`src/rtl/write_full_flags.sv`:
```
// write_full_flags
// Write-domain half of an asynchronous FIFO: binary/Gray write pointer,
// full and programmable almost-full flags, occupancy count, write
// acknowledge and a sticky overflow flag.
//
// Ports
//   wclk          write-domain clock, all state changes on the rising edge
//   wrst          asynchronous active-high reset
//   winc          write request for the current cycle
//   wq2_read_ptr  Gray read pointer, already synchronised into wclk
//   wafull_thresh almost-full threshold in entries, captured by wafull_load
//   wafull_load   one-cycle strobe capturing wafull_thresh
//   wovf_clr      clears the sticky overflow flag
//   waddr         memory write address (combinational from binary pointer)
//   wptr          registered Gray write pointer
//   wfull         registered full flag
//   walmost_full  registered almost-full flag
//   wcount        registered occupancy, 0..DEPTH
//   wack          registered one-cycle pulse for an accepted write
//   woverflow     sticky flag: write attempted while full
module write_full_flags #(
  parameter int unsigned ADDRESS_SIZE = 4,
  parameter int unsigned AFULL_RESET  = (2**ADDRESS_SIZE) - 2
) (
  input  logic                    wclk,
  input  logic                    wrst,
  input  logic                    winc,
  input  logic [ADDRESS_SIZE:0]   wq2_read_ptr,
  input  logic [ADDRESS_SIZE:0]   wafull_thresh,
  input  logic                    wafull_load,
  input  logic                    wovf_clr,
  output logic [ADDRESS_SIZE-1:0] waddr,
  output logic [ADDRESS_SIZE:0]   wptr,
  output logic                    wfull,
  output logic                    walmost_full,
  output logic [ADDRESS_SIZE:0]   wcount,
  output logic                    wack,
  output logic                    woverflow
);

  localparam int unsigned PW = ADDRESS_SIZE + 1;

  logic [ADDRESS_SIZE:0] wbin;
  logic [ADDRESS_SIZE:0] wbinnext;
  logic [ADDRESS_SIZE:0] wgraynext;
  logic [ADDRESS_SIZE:0] rbin;
  logic [ADDRESS_SIZE:0] occ_next;
  logic [ADDRESS_SIZE:0] afull_thresh;
  logic [ADDRESS_SIZE:0] rptr_full_cmp;
  logic                  accept;
  logic                  full_next;
  logic                  almost_next;

  assign waddr = wbin[ADDRESS_SIZE-1:0];

  // Gray-to-binary: each binary bit is the XOR of all Gray bits at or above it.
  always_comb begin
    rbin = '0;
    for (int unsigned i = 0; i < PW; i++) begin
      rbin[i] = ^(wq2_read_ptr >> i);
    end
  end

  // Full when the next write pointer has lapped the read pointer exactly once:
  // in Gray code that is the read pointer with its two MSBs inverted.
  assign rptr_full_cmp = {~wq2_read_ptr[ADDRESS_SIZE:ADDRESS_SIZE-1],
                          wq2_read_ptr[ADDRESS_SIZE-2:0]};

  always_comb begin
    accept      = winc & ~wfull;
    wbinnext    = wbin + PW'(accept);
    wgraynext   = wbinnext ^ (wbinnext >> 1);
    occ_next    = wbinnext - rbin;
    full_next   = (wgraynext == rptr_full_cmp);
    almost_next = (occ_next >= afull_thresh);
  end

  always_ff @(posedge wclk or posedge wrst) begin
    if (wrst) begin
      wbin         <= '0;
      wptr         <= '0;
      wfull        <= 1'b0;
      walmost_full <= 1'b0;
      wcount       <= '0;
      wack         <= 1'b0;
    end else begin
      wbin         <= wbinnext;
      wptr         <= wgraynext;
      wfull        <= full_next;
      walmost_full <= almost_next;
      wcount       <= occ_next;
      wack         <= accept;
    end
  end

  // The new threshold is used from the edge after the strobe; the strobe
  // edge itself still compares against the old value.
  always_ff @(posedge wclk or posedge wrst) begin
    if (wrst) begin
      afull_thresh <= PW'(AFULL_RESET);
    end else if (wafull_load) begin
      afull_thresh <= wafull_thresh;
    end
  end

  // Set has priority over clear when both occur on the same edge.
  always_ff @(posedge wclk or posedge wrst) begin
    if (wrst) begin
      woverflow <= 1'b0;
    end else if (winc & wfull) begin
      woverflow <= 1'b1;
    end else if (wovf_clr) begin
      woverflow <= 1'b0;
    end
  end

endmodule

```
`config.mk`:
```
export PLATFORM = sky130hd
export DESIGN_NAME = write_full_flags
export DESIGN_NICKNAME = d
export VERILOG_FILES = /design/src/rtl/write_full_flags.sv
export SDC_FILE = /design/constraint.sdc
export NUM_CORES = 1
export LEC_CHECK = 0
export BUFFER_PORTS_ARGS = -buffer_cell sky130_fd_sc_hd__buf_2
export CORE_MARGIN = 1
export CORE_UTILIZATION = 45
export DETAILED_ROUTE_END_ITERATION = 6
export PLACE_DENSITY_LB_ADDON = 0.2
export SLEW_MARGIN = 20
export SYNTH_ARGS = -nofsm -noshare
export SYNTH_HDL_FRONTEND = slang
export SYNTH_SLANG_ARGS = --single-unit
export TNS_END_PERCENT = 1
```
`constraint.sdc`:
```
create_clock -name wclk -period 2.6 [get_ports wclk]
set_input_delay 0 -clock wclk [delete_from_list [all_inputs] [get_ports wclk]]
set_output_delay 0 -clock wclk [all_outputs]
set_load 0.01 [all_outputs]
```
==> run_results.csv <==
group,metric,value,unit
outcome,outcome,"complete, no violations",
timing,tns,0,ns
route,ant_nets,0,
layout,syn2layout_area_growth,48.0,%
critical_path,r2r-start,"wfull",
logic_synthesis,yosys.area_share.adder,0.127,
global_routing,grt_pass1_wl,3840,um
logic_synthesis,avgSynthCellArea,11.9,um2
power,p_int,1420,uW
timing,worst_slew_pin_slew,0.862,ns
power,power_frac_seq,0.252,
logic_synthesis,synth_top_cell_by_area,"dfrtp_1",
flow_run,max-cap-violations,0,
logic_synthesis,synth_area,1140,um2
critical_path,cp-end-kind,"flip-flop",
clock_tree,clkSinkCount,23,
logic_synthesis,synth.most_common_cell,"dfrtp_1",
timing,max-slew-margin-rel,0.425,
clock_tree,clk_pin_slew,0.12,ns
floorplanning,die_height,52.4,um
route,wire_per_inst,12.0,um
critical_path,worstPathRequired,2.81,ns
logic_synthesis,syn_inst,96,
logic_synthesis,synth.ff_latch_count,23,
logic_synthesis,synth-edff-count,0,
logic_synthesis,async_flop_share,1.00,
clock_tree,cts_buffer_depth,2,
logic_synthesis,synth_nets,122,
power,combPwrFrac,0.679,
layout,drive_above_1_share,0.410,
timing,finalHoldViolCount,0,
power,clkPwrFrac,0.069,
critical_path,crit_family,"adder cells",
critical_path,critPathBufInv,2,
place,port_buffers,32,
floorplanning,die_w,52.4,um
power,power,2320,uW
logic_synthesis,synthXorXnorAreaFrac,0.167,
route,firstDrtPassIters,4,
logic_synthesis,synth_compound_area_frac,0.0766,
global_routing,grt_pass1_vias,900,
floorplanning,start_util,0.498,
logic_synthesis,synth_seq_area_share,0.507,
worst_hold_path,min-delay-start,"wafull_load",
power,p_leak,0.000849,uW
critical_path,path_max_fanout,4,
place,gp_congestion,0.733,
critical_path,critical_path.startpoint,"wfull",
critical_path,critical_path.startpoint_type,"flip-flop",
layout,stdcell_count,189,
clock_tree,cts_root_buf,"clkbuf_4",
logic_synthesis,ys_warn_count,0,
floorplanning,num_rows,17,
logic_synthesis,ys.flop_type,"dfrtp_1",
power,p_switching,899,uW
timing,setup_viol,0,
critical_path,slowest_delay,0.49,ns
timing,period_minus_slack,2.49,ns
clock_tree,cts_max_level,1,
logic_synthesis,synth_common_cells,"dfrtp_1, inv_1, xnor2_1",
timing,post-route-period-util,0.956,
critical_path,critical_path_arrival,2.70,ns
critical_path,path_common_cell,"a21o_1",
place,dp_cells,164,
clock_tree,clock_latency,0.30,ns
power,switching_share,0.387,
logic_synthesis,synthMuxAreaShare,0.00985,
critical_path,cp_slowest_cell,"fa_1",
clock_tree,numCtsBuffers,3,
route,routed_wl,2270,um
floorplanning,ioPinCount,33,
timing,clock.fmax,402,MHz
clock_tree,cts_tree,"built",
worst_hold_path,hp-class,"input pin to flip-flop",
layout,finish.instance_area,1690,um2
route,vias_per_cell,4.52,
route,vias,855,
logic_synthesis,synth_cell_types,21,
place,dp_hpwl,1510,um
global_routing,grt_overflow,0,
layout,diodes,0,
timing,slew_violations,0,
logic_synthesis,synth-simple-area-share,0.0667,
place,postPlaceCellArea,1420,um2
route,drt_iter0_drc,6,
route,drc_errors,0,
critical_path,crit_chain,"and3b_2 -> ha_4 -> inv_4 -> fa_1 -> inv_1 -> ha_1 -> a21o_1 -> a21o_1 -> a21o_1 -> a21o_1",
power,power.density,1370,nW/um2
floorplanning,core_area,2300,um2
global_routing,grt_usage,0.195,
logic_synthesis,synth_top_family_by_area,"XOR/XNOR gates",
global_routing,antenna_found_initial,0,
logic_synthesis,netlist.area_leader.share,0.438,
floorplanning,die_area,2750,um2
timing,finClkSkew,0.00667,ns
power,ir_drop,0.000901,V
layout,nets,188,
critical_path,path_class,"flip-flop to flip-flop",
logic_synthesis,synth_area_leaders,"dfrtp_1, ha_1, xnor2_1",
global_routing,grt_max_degree,24,
[layout by cell type (no fill, tap or decap), drive strengths merged]
master	instances
dfstp	3
mux2	1
dfrtp	20
nand2b	1
xor2	8
or3	1
clkbuf	4
o21ai	5
and3	1
buf	46
a21o	4
a2111oi	1
fa	1
dlygate4sd3	16
xnor2	13
inv	13
ha	10
a221oi	2
and3b	1
nand3	2
nor2b	3
nand2	5
[cell families after synthesis]
logic type      Yosys count
flops                    23
xor+xnor                 21
buf+inv                  14
simple gates             14
compound gates           12
fa+ha+maj                11
mux                       1
[power by group through the flow]
stage,Clock [uW],Combinational [uW],Sequential (uW)
6_report,160,1580,585
5_1_grt,179,1770,599
4_1_cts,168,1410,585
3_5_place_dp,0,1280,589
3_3_place_gp,0,1270,585
2_1_floorplan,0,832,665
[flip-flops by register name, summed over array words and instances, names as in the netlist]
signal / count
afull_thresh: 5
wack: 1
walmost_full: 1
wbin: 5
wcount: 5
wfull: 1
woverflow: 1
wptr: 4
[worst paths after layout]
path | cells past startpoint | to | slack [ns]
min in group asynchronous | 3 | wcount[0] | 0.40
worst min-delay path | 2 | afull_thresh[0] | 0.06
max in group asynchronous | 3 | wbin[2] | 1.67
worst max-delay path | 10 | walmost_full | 0.11
worst max register to register | 10 | walmost_full | 0.11
worst min register to register | 1 | wack | 0.50
[routing by layer]
layer	share of wire	global-route usage	vias up
met5	0	0	-
met1	0.47	0.246	395
met3	0.034	0.0261	2
li1	-	-	439
met2	0.48	0.331	19
met4	0.0070	0.0789	0
[layout make-up]
class | count | area (um2)
flip-flops and latches | 23 | 579
multi-input cells | 59 | 576
fillers | 169 | 604
clock buffers | 4 | 26.3
well taps | 28 | 35.0
repair buffers | 62 | 425
inverters | 13 | 51.3
[stage by stage]
stage | util | worst slack, ns | hold slack, ns
finish | 0.737 | 0.114 | 0.0586
global placement | 0.617 | -0.0438 | 0.199
global route | 0.737 | -0.0210 | 0.0699
CTS | 0.712 | 0.0305 | 0.0428
detailed placement | 0.617 | -0.105 | 0.214
floorplan | - | 0.00293 | -0.000300
[timing repair]
action | 4_1_cts | 5_1_grt
setup buffers | 2 | 3
gates resized for setup | 2 | 7
hold buffers | 16 | 0
endpoints found under the setup margin | 1 | 1
pin swaps | 1 | 10
endpoints found under the hold margin | 27 | 0
Note: power is estimated with default switching activity, not from simulation.
